### src/rtl/sum5_rr_sequencer.sv
// rtl/sum5_rr_sequencer.sv - round-robin shared serial five-operand adder
//
// Ports:
//   clk        rising-edge clock
//   reset      asynchronous active-high reset
//   req        per-requester request, bit i = requester i
//   opnd_in    flattened operands, requester i operand k at [(i*5+k)*WIDTH +: WIDTH]
//   grant      registered one-hot grant, held from capture through DONE
//   busy       high whenever a job is in flight
//   out_valid  one-cycle result pulse
//   out_id     requester index of the result
//   out_sum    A+B+C+D+E modulo 2^WIDTH
//   out_ovf    carry-out seen in any of the four additions
module sum5_rr_sequencer #(
  parameter int WIDTH = 32,
  parameter int NREQ  = 4,
  parameter int IDW   = $clog2(NREQ)
) (
  input  logic                    clk,
  input  logic                    reset,
  input  logic [NREQ-1:0]         req,
  input  logic [NREQ*5*WIDTH-1:0] opnd_in,
  output logic [NREQ-1:0]         grant,
  output logic                    busy,
  output logic                    out_valid,
  output logic [IDW-1:0]          out_id,
  output logic [WIDTH-1:0]        out_sum,
  output logic                    out_ovf
);

  typedef enum logic [2:0] {IDLE, ADD1, ADD2, ADD3, ADD4, DONE} state_t;

  state_t           state, state_nxt;
  logic [IDW-1:0]   ptr;
  logic [IDW-1:0]   cur_id;
  logic [WIDTH-1:0] acc;
  logic             ovf_acc;
  // Operands B..E; op_r[0] always feeds the adder, shifted down each ADD step.
  logic [WIDTH-1:0] op_r [4];
  logic [WIDTH-1:0] opnd [NREQ][5];
  logic [IDW-1:0]   win;
  logic             win_found;
  logic [IDW-1:0]   ptr_nxt;
  logic [WIDTH:0]   add_res;

  always_comb begin
    for (int i = 0; i < NREQ; i++) begin
      for (int k = 0; k < 5; k++) begin
        opnd[i][k] = opnd_in[(i*5+k)*WIDTH +: WIDTH];
      end
    end
  end

  // Round-robin scan: first set request at or above ptr, wrapping modulo NREQ.
  always_comb begin
    int idx;
    idx       = 0;
    win_found = 1'b0;
    win       = '0;
    for (int i = 0; i < NREQ; i++) begin
      idx = int'(ptr) + i;
      if (idx >= NREQ) idx = idx - NREQ;
      if (!win_found && req[IDW'(idx)]) begin
        win_found = 1'b1;
        win       = IDW'(idx);
      end
    end
  end

  assign ptr_nxt = (win == IDW'(NREQ-1)) ? '0 : win + IDW'(1);
  assign add_res = {1'b0, acc} + {1'b0, op_r[0]};

  always_ff @(posedge clk or posedge reset) begin
    if (reset) state <= IDLE;
    else       state <= state_nxt;
  end

  always_comb begin
    state_nxt = state;
    case (state)
      IDLE:    if (win_found) state_nxt = ADD1;
      ADD1:    state_nxt = ADD2;
      ADD2:    state_nxt = ADD3;
      ADD3:    state_nxt = ADD4;
      ADD4:    state_nxt = DONE;
      DONE:    state_nxt = IDLE;
      default: state_nxt = IDLE;
    endcase
  end

  always_comb begin
    busy = (state != IDLE);
  end

  always_ff @(posedge clk or posedge reset) begin
    if (reset) begin
      ptr       <= '0;
      cur_id    <= '0;
      acc       <= '0;
      ovf_acc   <= 1'b0;
      grant     <= '0;
      out_valid <= 1'b0;
      out_id    <= '0;
      out_sum   <= '0;
      out_ovf   <= 1'b0;
      for (int k = 0; k < 4; k++) op_r[k] <= '0;
    end else begin
      case (state)
        IDLE: begin
          if (win_found) begin
            acc     <= opnd[win][0];
            for (int k = 0; k < 4; k++) op_r[k] <= opnd[win][k+1];
            ovf_acc <= 1'b0;
            grant   <= NREQ'(1) << win;
            ptr     <= ptr_nxt;
            cur_id  <= win;
          end
        end
        ADD1, ADD2, ADD3, ADD4: begin
          acc     <= add_res[WIDTH-1:0];
          ovf_acc <= ovf_acc | add_res[WIDTH];
          for (int k = 0; k < 3; k++) op_r[k] <= op_r[k+1];
          if (state == ADD4) begin
            out_sum   <= add_res[WIDTH-1:0];
            out_ovf   <= ovf_acc | add_res[WIDTH];
            out_id    <= cur_id;
            out_valid <= 1'b1;
          end
        end
        DONE: begin
          out_valid <= 1'b0;
          grant     <= '0;
        end
        default: ;
      endcase
    end
  end

endmodule

### config.mk
export PLATFORM = sky130hd
export DESIGN_NAME = sum5_rr_sequencer
export DESIGN_NICKNAME = d
export VERILOG_FILES = /design/src/rtl/sum5_rr_sequencer.sv
export SDC_FILE = /design/constraint.sdc
export NUM_CORES = 1
export LEC_CHECK = 0
export ABC_AREA = 0
export BUFFER_PORTS_ARGS = -buffer_cell sky130_fd_sc_hd__buf_2
export CAP_MARGIN = 5
export CORE_AREA = 2 2 266 268
export CTS_CLUSTER_DIAMETER = 50
export DETAILED_ROUTE_END_ITERATION = 10
export DIE_AREA = 0 0 268 270
export PLACE_DENSITY = 0.42
export RECOVER_POWER = 25
export SLEW_MARGIN = 30
export SYNTH_ARGS = -nofsm -noshare
export SYNTH_HDL_FRONTEND = slang
export SYNTH_SLANG_ARGS = --single-unit
export TNS_END_PERCENT = 30
### constraint.sdc
create_clock -name clk -period 11.3 [get_ports clk]
set_input_delay 2.26 -clock clk [delete_from_list [all_inputs] [get_ports clk]]
set_output_delay 2.26 -clock clk [all_outputs]
set_load 0.02 [all_outputs]
; Word level (Yosys, flattened, before mapping)
; Cells that the tools add are included.
[word_totals]
reg_bits = 208
latch_bits = 0
mem_bits_rw = 0
romBits = 0
word_cells = 100
memories = 0
[op_classes]
addsub = 9
mul = 0
div = 0
order_cmp = 9
eq_ne = 8
shifts = 1
muxes = 40
bitwise = 2
n_reduce_logical = 17
[op_table]
columns = op, n
row1 = $bmux W160 S2, 1
row2 = $mux W160, 2
row3 = $pmux W96 S2, 1
row4 = $mux W128, 1
row5 = $pmux W32 S2, 1
row6 = $add A32 B32 Y33, 1
row7 = $mux W32, 1
row8 = $mux W2, 9
row9 = $lt A2 B4 Y1 const B, 4
row10 = $pmux W3 S5, 1
row11 = $mux W1, 14
row12 = $ge A3 B3 Y1 const B, 4
row13 = $reduce_and A2 Y1, 5
row14 = $bmux W1 S2, 4
row15 = $pmux W4 S2, 1
row16 = $sub A2 B1 Y2 const B, 4
row17 = $add A2 B2 Y3 const B, 2
row18 = $eq A3 B2 Y1 const B, 2
row19 = $eq A3 B3 Y1 const B, 2
row20 = $reduce_bool A2 Y1, 3
row21 = $mux W4, 1
row22 = $ne A2 B2 Y1 const B, 2
row23 = $pmux W1 S2, 2
row24 = $reduce_or A4 Y1, 1
row25 = 13 further kinds, 17

; Longest topological paths before layout
; Gate-level depths: netlist of the first run.
[depth]
depth_word = 21
depth_mapped = 11
ltp_nobuf = 10

; Least setup slack after synthesis of the first run
; Ideal clock, no wire load.
[synth_path]
kind = input port to flip-flop
from = input req[0]
to = register op_r[32] (netlist name)
setup_ns = 0.083
arrival_time_ns = 3.775
required_ns = 11.217
path_slack_ns = 7.443
stages = 7
path_buffers = 3
path_cell_list = or4_1 > clkbuf_1 > o21ai_1 > buf_2 > buf_2 > a32oi_1 > o21ai_0
[synth_via]
elab_chain_len = 19
word_cells_on_any_way = 34
[synth_rtl]
columns = item, line_no
row1 = start: declaration, 21  ; input logic [NREQ-1:0] req,
row2 = $bmux W1 S2, 63  ; if (!win_found && req[IDW'(idx)]) begin
row3 = $mux W1 (not written as such) (2 in a row), 63
row4 = $mux W1, 63
row5 = $logic_not A1 Y1, 63
row6 = $logic_and A1 B1 Y1, 63
row7 = $mux W1, 63
row8 = $logic_not A1 Y1, 63
row9 = $logic_and A1 B1 Y1, 63
row10 = $mux W1, 63
row11 = $logic_not A1 Y1, 63
row12 = $logic_and A1 B1 Y1, 63
row13 = $mux W2, 63
row14 = $not A2 Y3 (not written as such), 112  ; for (int k = 0; k < 4; k++) op_r[k] <= opnd[win][k+1];
row15 = $bmux W160 S2, 112
row16 = $mux W160 (2 in a row), n/a
row17 = $mux W128, 110  ; if (win_found) begin
row18 = $pmux W96 S2, 108  ; case (state)
row19 = end: declaration, 39  ; logic [WIDTH-1:0] op_r [4];
; Several ways; a longest one is shown, not always the timed one. The select of a mux whose other input is x is not followed.
; A chain may end at the register's enable or synchronous reset.

; Final worst setup path of the first run
[layout_path]
from = register state[2]
to = output busy
[layout_via]
elab_chain_len = 1
[layout_rtl]
columns = item, line_no
row1 = start: declaration, 33  ; state_t state, state_nxt;
row2 = start signal: assignment, 75  ; else state <= state_nxt;
row3 = $reduce_bool A3 Y1, 92  ; busy = (state != IDLE);
row4 = end: declaration, 24  ; output logic busy,
; Every way passes these cells.

==> impl_metrics.csv, run 1 <==
group,metric,value,unit
floorplanning,start_util,22.1,%
placement,portBuffers,686,
grt,grt_util_all_layers,22.0,%
yosys,ys_top_cells_by_area,"dfrtp_1, nand2_1, nand3_1, a21oi_1, mux2i_1",
layout,fin_area,21000,sq um
power,finalPower,6.91,mW
timing,slew_headroom,-184,%
floorplanning,fp.dieH,270,microns
timing,rsz0062_at_grt,"no",
grt,overflow,0,
power,clock_power_share,18.3,%
layout,layout_common_cells,"nand2_1, buf_2, nand3_1",
yosys,yosys.area.top_type,"dfrtp_1",
placement,placed_area,19600,sq um
grt,antenna_found_initial,5,
timing,fin_skew,0.0131,ns
timing,fmax,0.167,GHz
grt,grt_pass1_wl,118,mm
worst_setup_path,start_kind,"flip-flop",
route,drt_iter0_drc,1029,
yosys,synth_fa_ha_area_share,3.07,%
route,wl,82.7,mm
clocking,cts_made_buffers,37,
yosys,synth_seq_cells,208,
worst_setup_path,critical_path.max_stage_delay,2.10,ns
timing,setup_viol,0,
clocking,path_clk_slew,0.06,ns
yosys,syn_inst,2141,
layout,final_common_cell,"nand2_1",
route,viasPerCell,4.92,
route,wl_per_cell,22.4,microns
floorplanning,coreArea,69500,sq um
worst_setup_path,cp_max_fo,57,
clocking,hold_buffers,0,
floorplanning,die-area,72400,sq um
yosys,avgSynthCellArea,7.16,sq um
run_status,failed_checks,"capacitance limit, slew limit",
worst_hold_path,hp-class,"flip-flop to flip-flop",
timing,worst_pin_slew,4.26,ns
worst_setup_path,end_kind,"output pin",
clocking,clock-sinks,208,
power,p_leak,10.3,nW
run_status,status,"finished, violations left",
yosys,synth_flop_cell,"dfrtp_1",
clocking,cts_root_buffer,"clkbuf_16",
timing,hold_violations,0,
clocking,htree_levels,2,
timing,holdWs,0.472,ns
yosys,async_flop_share,100,%
yosys,muxShareOfSynthArea,4.53,%
layout,area_growth,36.7,%
timing,finalCritPeriodShare,53.1,%
layout,finalCoreUtilization,30.2,%
yosys,yosysSeqAreaShare,33.9,%
yosys,synth_top_family_by_area,"simple AND/OR/NAND/NOR gates",
worst_setup_path,cpMaxStageDelayCell,"clkbuf_1",
power,power.density,330,nW/um^2
clocking,cts_resized,0,
yosys,synth.top_cell.area_share,33.9,%
worst_setup_path,cp_data_required_time,9.04,ns
power,comb_power_share,59.2,%
yosys,synthSimpleGateAreaFrac,31.2,%
layout,final_nets,3403,
floorplanning,pin_count,687,
clocking,clockBufferDepth,3,
clocking,tritoncts,"done",
yosys,synthXorXnorAreaFrac,1.48,%
yosys,synthDistinctLibCells,78,
route,vias,18145,
grt,grt_max_degree,171,
layout,drive_gt1_share,29.9,%
floorplanning,dieWidth,268,microns
job,max_cap_viol_count,3,
timing,post-route-min-period,6.00,ns
placement,post-dp-hpwl,64.4,mm
clocking,clk-insertion-delay-late,0.55,ns
route,ant_nets,0,
power,vdd_ir_drop_max,0.134,mV
worst_setup_path,crit_arrival,3.74,ns
grt,grt_pass1_vias,17936,
yosys,syn-num-nets,2824,
timing,final_max_slew_viol_count,214,
power,p_seq_share,22.5,%
power,intPower,3.41,mW
power,p_switching,3.50,mW
yosys,synth_edf_count,0,
worst_setup_path,cp_num_buf_inv,3,
worst_setup_path,crit_type,"flip-flop to output pin",
worst_setup_path,path_cells,"clkbuf_1 -> nor2_2 -> inv_2 -> buf_2",
route,drtPass1Iterations,5,
yosys,synth-compound-area-share,20.8,%
placement,place_congestion,0.899,
floorplanning,fp-row-count,97,
power,swShare,50.6,%
yosys,syn_area,15300,sq um
yosys,ys.warnings.count,0,
route,drcViolationCount,0,
timing,final.setup.tns,0,ns
worst_setup_path,crit_family,"buffers and inverters",
clocking,cts_setup_buffers,0,
## synth_stat cells, types with 7 or more instances
cell type  number
and3_1         18
dfrtp_1       208
ha_1           36
mux2i_1        66
buf_1          13
nand3_1       272
o21ai_0       108
a21o_1         22
buf_2          55
o22ai_1        45
xnor2_1        13
a31oi_1         7
nor2_1         87
a32oi_1        17
nand2_1       705
clkbuf_1      102
a221oi_1       45
inv_1          10
a21oi_1       138
a22o_1          9
xor2_1         13
o21a_1         18
nand4_1        11
## worst register-to-register path, cell delays in order (launching register included)
cell and delay, ns:
dfrtp_2 0.34, clkbuf_1 2.10, clkinv_1 1.25, nor2_1 0.89
nor2_4 0.20, buf_4 0.36, a22oi_1 0.25, nand2_1 0.07
a41oi_1 0.15, o41ai_1 0.10
## logic make-up (layout without fill, tap and decap cells)
group                      after synthesis  in the layout
AOI/OAI and AO/OA                      484            484
and+or+nand+nor                       1133           1133
DFF                                    208            208
adders and majority gates               37             37
muxes                                   68             68
xor gates and xnor gates                26             26
buffers and inverters                  185            793
other                                    0              2
## area by class of cell
class	instances	area [sq um]
fillers	7731	48600
diodes	2	5.00
inverters	13	60.1
clock inverters	26	402
clock buffers	42	975
multi-input cells	1748	9460
flip-flops and latches	208	5210
well taps	940	1180
repair buffers	712	3690
## stage by stage
| stage | cells | setup slack (ns) |
|---|---|---|
| after global routing | 3691 | 4.85 |
| after floorplan | 2141 | 3.36 |
| after detailed placement | 3619 | 5.85 |
| after global placement | 3618 | 5.85 |
| after CTS | 3687 | 6.44 |
| final | 3691 | 5.30 |
## registers in the layout (all words and copies together) (netlist names)
signal,cells
acc,32
cur_id,2
grant,4
op_r,128
out_id,2
out_ovf,1
out_sum,32
out_valid,1
ovf_acc,1
ptr,2
state,3
## path summary, 6_finish.rpt
kind | from | endpoint | slack [ns] | cells past startpoint
min reg2reg | op_r[1] | op_r[1] | 0.47 | 2
min in group asynchronous | reset | out_sum[11] | 2.90 | 2
max reg2reg | state[2] | acc[28] | 5.46 | 9
max in group asynchronous | reset | state[2] | 5.64 | 4
min | op_r[1] | op_r[1] | 0.47 | 2
max | state[2] | busy | 5.30 | 4
## power groups by stage
stage / clock network [mW] / registers (mW) / logic, mW
finish: 1.27 / 1.55 / 4.09
global route: 1.33 / 1.60 / 4.56
CTS: 1.30 / 1.57 / 4.14
detailed placement: 0 / 1.58 / 4.13
global placement: 0 / 1.58 / 4.07
floorplan: 0 / 1.41 / 2.78
## layer usage
layer / part of all wire [%] / vias up / global-route usage (%)
li1: - / 8714 / -
met1: 42 / 8775 / 27.1
met2: 52 / 577 / 40.2
met3: 4.1 / 75 / 2.63
met4: 2.0 / 4 / 5.35
met5: 0.027 / - / 0
(Power assumes the default switching activity.)
==> inputs of run 2 (changes only) <==
==> constraint.sdc (replaced) <==
create_clock -name clk -period 6.3 [get_ports clk]
set_input_delay 1.26 -clock clk [delete_from_list [all_inputs] [get_ports clk]]
set_output_delay 1.26 -clock clk [all_outputs]
set_load 0.02 [all_outputs]
==> run 2 against run 1 <==
Effect of this change:
- the flow still finishes with violations (capacitance limit, slew limit)
- register-to-register slack got worse by 3.6 ns
- worst setup slack lost 3.4 ns
- die area unchanged
- sequential power is 81% higher
- power up 78%
- hold slack got worse by 0.00084 ns
- wire length is 0.15% higher
- final cell count increased by 0.22%
- via count up 0.46%
- combinational power increased by 80%
==> impl_metrics.csv, run 2 (synthesis results as in run 1) <==
group,metric,value,unit
route,drtPass1Iterations,6,
floorplanning,start_util,22.1,%
placement,placed_area,19600,sq um
grt,overflow,0,
layout,layout_common_cells,"nand2_1, buf_2, nand3_1",
route,drcViolationCount,0,
layout,fin_area,20900,sq um
route,vias,18229,
power,vdd_ir_drop_max,0.244,mV
clocking,clock-sinks,208,
clocking,clk-insertion-delay-late,0.56,ns
clocking,cts_resized,0,
layout,biggestRegsByFlops,"op_r x128, acc x32, out_sum x32",
route,wl_per_cell,22.4,microns
timing,setup_viol,0,
layout,area_growth,36.3,%
grt,grt_pass1_wl,119,mm
clocking,path_clk_slew,0.05,ns
worst_setup_path,crit_type,"flip-flop to flip-flop",
clocking,tritoncts,"done",
worst_setup_path,start_kind,"flip-flop",
placement,post-dp-hpwl,64.5,mm
timing,worst_pin_slew,2.23,ns
floorplanning,coreArea,69500,sq um
grt,grt_max_degree,153,
worst_setup_path,cp_max_fo,48,
power,swShare,51.5,%
power,p_leak,10.3,nW
placement,place_congestion,0.874,
floorplanning,pin_count,687,
route,viasPerCell,4.93,
layout,nFillCells,7736,
route,wl,82.8,mm
grt,antenna_found_initial,15,
floorplanning,fp-row-count,97,
clocking,htree_levels,2,
worst_setup_path,cp_data_required_time,6.73,ns
layout,final_cell_count_no_fill,3699,
clocking,hold_buffers,0,
layout,largest_register_ffs,128,
power,intPower,5.97,mW
power,clock_power_share,17.4,%
timing,post-route-min-period,4.43,ns
timing,fmax,0.226,GHz
layout,drive_gt1_share,30.0,%
layout,finalCoreUtilization,30.1,%
run_status,failed_checks,"capacitance limit, slew limit",
grt,grt_pass1_vias,17830,
worst_setup_path,end_kind,"flip-flop",
power,p_switching,6.33,mW
run_status,status,"finished, violations left",
placement,dp_cells,3622,
timing,final.setup.tns,0,ns
clocking,clockBufferDepth,3,
grt,grt_util_all_layers,22.1,%
floorplanning,die-area,72400,sq um
power,power.density,588,nW/um^2
timing,final_max_slew_viol_count,39,
layout,final_nets,3406,
clocking,cts_setup_buffers,0,
timing,finalCritPeriodShare,70.3,%
power,p_seq_share,22.7,%
route,ant_nets,0,
floorplanning,fp.dieH,270,microns
placement,portBuffers,686,
route,drt_iter0_drc,1207,
worst_hold_path,hp-class,"flip-flop to flip-flop",
timing,rsz0062_at_grt,"no",
worst_setup_path,crit_arrival,4.86,ns
layout,final_common_cell,"nand2_1",
timing,fin_skew,0.0239,ns
floorplanning,dieWidth,268,microns
timing,slew_headroom,-49.0,%
timing,hold_violations,0,
clocking,cts_made_buffers,39,
layout,regMostFlops,"op_r",
clocking,cts_root_buffer,"clkbuf_16",
job,max_cap_viol_count,1,
power,comb_power_share,59.8,%
run 2: cell types whose count changed in the layout (fill, tap and decap cells not counted), sizes merged:
cell / change
inv: -2
clkinvlp: -1
buf: +2
bufinv: -5
clkinv: +9
diode: +3
clkbuf: +2
run 2: final timing paths:
| check | startpoint | endpoint | slack (ns) | depth (start not counted) |
|---|---|---|---|---|
| setup reg to reg | state[0] | out_ovf | 1.87 | 6 |
| min in group asynchronous | reset | out_sum[11] | 0.95 | 2 |
| hold reg to reg | out_sum[17] | out_sum[17] | 0.47 | 2 |
| hold / removal | out_sum[17] | out_sum[17] | 0.47 | 2 |
| setup / recovery | state[0] | out_ovf | 1.87 | 6 |
| max in group asynchronous | reset | op_r[74] | 3.87 | 3 |
run 2: per-stage QoR:
step,hold WS [ns],worst slack [ns],power (mW)
4_1_cts,0.478,2.53,12.5
2_1_floorplan,0.439,2.34,7.52
5_1_grt,0.492,1.56,13.3
3_5_place_dp,0.466,1.94,10.3
6_report,0.471,1.87,12.3
3_3_place_gp,0.462,1.97,10.2
run 2: metal layers:
layer	global-route usage [%]	part of all wire [%]	vias to the layer above
met5	0	0.049	-
met4	7.28	3.3	6
met3	3.33	5.3	119
met2	39.5	51	654
met1	26.8	41	8743
li1	-	-	8707
run 2: power groups by stage:
stage          Sequential, mW  Clock, mW  Combinational [mW]
2_1_floorplan            2.53          0                4.99
3_3_place_gp             2.85          0                7.33
3_5_place_dp             2.86          0                7.42
4_1_cts                  2.84       2.20                7.44
5_1_grt                  2.89       2.27                8.17
6_report                 2.80       2.14                7.36
run 2: area by class of cell:
type	instances	area (sq um)	share of cell area, %
inverters	13	60.1	0.287
clock inverters	27	284	1.36
clock buffers	45	1040	4.97
repair buffers	713	3680	17.6
flip-flops and latches	208	5210	24.9
diodes	5	12.5	0.0598
well taps	940	1180	5.63
multi-input cells	1748	9450	45.2
run 2: critical path, cell delays in order, from the launching register on:
cell,delay (ns)
dfrtp_1,0.46
nor2_4,0.14
clkbuf_1,1.59
nand2_1,1.08
buf_4,0.56
and2_1,0.22
a31o_2,0.20
==> inputs of run 3 (changes only) <==
--- a/config.mk
+++ b/config.mk
@@ -5,14 +5,14 @@
 export SDC_FILE = /design/constraint.sdc
 export NUM_CORES = 1
 export LEC_CHECK = 0
-export ABC_AREA = 0
+export ABC_AREA = 1
 export BUFFER_PORTS_ARGS = -buffer_cell sky130_fd_sc_hd__buf_2
 export CAP_MARGIN = 5
-export CORE_AREA = 2 2 266 268
+export CORE_AREA = 2 2 267 269
 export CTS_CLUSTER_DIAMETER = 50
 export DETAILED_ROUTE_END_ITERATION = 10
-export DIE_AREA = 0 0 268 270
-export PLACE_DENSITY = 0.42
+export DIE_AREA = 0 0 269 271
+export PLACE_DENSITY = 0.43
 export RECOVER_POWER = 25
 export SLEW_MARGIN = 30
 export SYNTH_ARGS = -nofsm -noshare
==> constraint.sdc (replaced) <==
create_clock -name clk -period 4.3 [get_ports clk]
set_input_delay 0.86 -clock clk [delete_from_list [all_inputs] [get_ports clk]]
set_output_delay 0.86 -clock clk [all_outputs]
set_load 0.02 [all_outputs]
==> run 3 against run 2 <==
Effect of this change:
- area after synthesis is 7.0% higher
- the run still ends with capacitance limit, slew limit left
- hold slack worse by 0.0049 ns
- synthesized cell count is 21% higher
- combinational power is 140% higher
- critical path depth is 3 lower
- via count is 7.1% higher
==> impl_metrics.csv, run 3 <==
group,metric,value,unit
run_status,status,"finished, violations left",
run_status,failed_checks,"capacitance limit, slew limit",
clocking,htree_levels,2,
route,drtPass1Iterations,5,
yosys,syn_area,16400,sq um
route,drcViolationCount,0,
yosys,avgSynthCellArea,6.32,sq um
timing,fmax,0.299,GHz
grt,grt_util_all_layers,23.6,%
yosys,synth_edf_count,0,
layout,final_nets,3884,
worst_setup_path,worst_r2r_path_depth,12,
layout,area_growth,33.0,%
clocking,tritoncts,"done",
worst_setup_path,end_kind,"async pin",
yosys,muxShareOfSynthArea,0,%
timing,post-route-min-period,3.35,ns
clocking,cts_root_buffer,"clkbuf_16",
route,ant_nets,0,
clocking,hold_buffers,0,
layout,fin_area,21800,sq um
clocking,cts_resized,0,
power,power.density,1130,nW/um^2
timing,setup_viol,0,
layout,drive_gt1_share,27.0,%
placement,dp_cells,4103,
worst_setup_path,worstReg2RegStart,"state[0]",
yosys,synthSimpleGateAreaFrac,43.0,%
worst_setup_path,r2r_end,"op_r[116]",
worst_hold_path,min_to,"out_sum[0]",
clocking,clock-sinks,208,
yosys,ys.warnings.count,0,
worst_setup_path,crit_arrival,3.30,ns
layout,final_common_cell,"nand2_1",
yosys,async_flop_share,100,%
layout,largest_register_ffs,128,
layout,final_cell_count_no_fill,4170,
worst_hold_path,hp-class,"flip-flop to flip-flop",
grt,grt_pass1_vias,19470,
route,wl_per_cell,21.2,microns
grt,antenna_found_initial,31,
power,vdd_ir_drop_max,0.688,mV
job,max_cap_viol_count,2,
yosys,synth.most_common_cell,"nand2_1",
floorplanning,start_util,23.5,%
yosys,synth_top_family_by_area,"simple AND/OR/NAND/NOR gates",
worst_setup_path,cp_max_fo,111,
worst_setup_path,r2r_slack,1.04,ns
grt,grt_pass1_wl,128,mm
floorplanning,fp-row-count,97,
timing,final_max_slew_viol_count,157,
worst_setup_path,crit_type,"input port to async pin",
timing,worst_pin_slew,3.11,ns
yosys,syn-num-nets,3277,
placement,place_congestion,0.898,
yosys,ys_top_cells_by_area,"dfrtp_1, nand2_1, nand3_1, inv_1, o211ai_1",
grt,grt_max_degree,112,
route,wl,88.5,mm
worst_setup_path,start_kind,"input port",
floorplanning,fp.dieH,271,microns
placement,post-dp-hpwl,70.8,mm
yosys,synthXorXnorAreaFrac,0.694,%
yosys,synth_flop_cell,"dfrtp_1",
route,drt_iter0_drc,1153,
clocking,clockBufferDepth,3,
clocking,cts_setup_buffers,0,
yosys,yosys.area.top_type,"dfrtp_1",
route,vias,19529,
worst_setup_path,cp_data_required_time,4.25,ns
timing,hold_violations,0,
floorplanning,die-area,72900,sq um
layout,regMostFlops,"op_r",
yosys,synthDistinctLibCells,40,
yosys,synth_commonest_cells,"nand2_1, nand3_1, dfrtp_1, inv_1, nor2_1",
route,viasPerCell,4.68,
worst_hold_path,hold_depth,2,
placement,portBuffers,686,
power,p_leak,11.8,nW
yosys,synth.top_cell.area_share,31.7,%
yosys,synth_fa_ha_area_share,2.87,%
timing,final.setup.tns,0,ns
yosys,synth_seq_cells,208,
timing,fin_skew,0.0169,ns
grt,overflow,0,
worst_hold_path,min_from,"out_sum[0]",
floorplanning,dieWidth,269,microns
yosys,synth-compound-area-share,11.3,%
yosys,syn_inst,2594,
timing,slew_headroom,-107,%
layout,nFillCells,8093,
clocking,clk-insertion-delay-late,0.54,ns
timing,rsz0062_at_grt,"no",
floorplanning,coreArea,69800,sq um
placement,placed_area,20700,sq um
layout,biggestRegsByFlops,"op_r x128, acc x32, out_sum x32",
clocking,path_clk_slew,0.05,ns
clocking,cts_made_buffers,36,
layout,layout_common_cells,"nand2_1, buf_2, nand3_1",
yosys,yosysSeqAreaShare,31.7,%
floorplanning,pin_count,687,
timing,finalCritPeriodShare,77.9,%
[run 3: cell types whose count changed in the layout (fill, tap and decap cells not counted), moves of 44 or more]
cell      delta
inv_1      +198
nand3_1     +58
nand2_1    +367
o211ai_1    +70
nand4_1     +59
a21oi_1     -62
mux2i_1     -66
a221oi_1    -45
o22ai_1     -45
or2_2       +53
a22oi_1     +44
[run 3: per-stage QoR]
| stage | hold slack, ns | util (%) | total power, mW | setup slack, ns |
|---|---|---|---|---|
| floorplan | 0.449 | - | 16.0 | 0.740 |
| global placement | 0.452 | 29.6 | 22.3 | 0.898 |
| detailed placement | 0.461 | 29.6 | 22.2 | 0.913 |
| CTS | 0.473 | 31.3 | 25.2 | 0.916 |
| global route | 0.500 | 31.2 | 27.1 | 0.362 |
| finish | 0.466 | 31.3 | 24.7 | 0.951 |
[run 3: cell type report]
type                    instances  area (sq um)  share of cell area [%]
flip-flops and latches        208          5200                    23.9
inverters                     217           830                    3.80
multi-input cells            2003          9520                    43.6
clock inverters                13           141                   0.648
clock buffers                  47          1000                    4.60
diodes                          7          17.5                  0.0803
well taps                     940          1180                    5.39
repair buffers                735          3930                    18.0
[run 3: worst max path at each step]
stage          startpoint         to  slack [ns]  cells after the start
3_5_place_dp       req[1]   op_r[84]        0.91                     17
5_1_grt             reset   op_r[96]        0.36                      3
3_3_place_gp       req[1]   op_r[84]        0.90                     17
2_1_floorplan       reset     acc[0]        0.74                      1
6_report            reset   op_r[65]        0.95                      3
4_1_cts          state[0]  op_r[116]        0.92                     12
[run 3: cells by family (layout without fill, tap and decap cells)]
group	Yosys count	in the layout
XOR/XNOR	13	13
AND/OR/NAND/NOR	1651	1651
flip-flops	208	208
AO/OA/AOI/OAI	302	302
buffers and inverters	383	1012
other	0	7
adder cells (fa/ha/maj)	37	37
[run 3: worst max-delay path, cell delays in order]
cell	delay [ns]
clkbuf_1	0.10
clkinvlp_4	0.08
clkbuf_2	2.12
[run 3: routing by layer]
metal | vias to the layer above | routed length (microns) | GRT usage (%)
met5 | - | 111 | 0
met2 | 540 | 45700 | 43.3
li1 | 9655 | - | -
met4 | 18 | 1650 | 4.42
met1 | 9206 | 37000 | 29.1
met3 | 110 | 4010 | 3.47
[run 3: power breakdown]
| group | internal, mW | switching [mW] |
|---|---|---|
| combinational | 5.56 | 12.3 |
| sequential | 3.09 | 0.918 |
| clock | 1.76 | 1.06 |
| total | 10.4 | 14.3 |
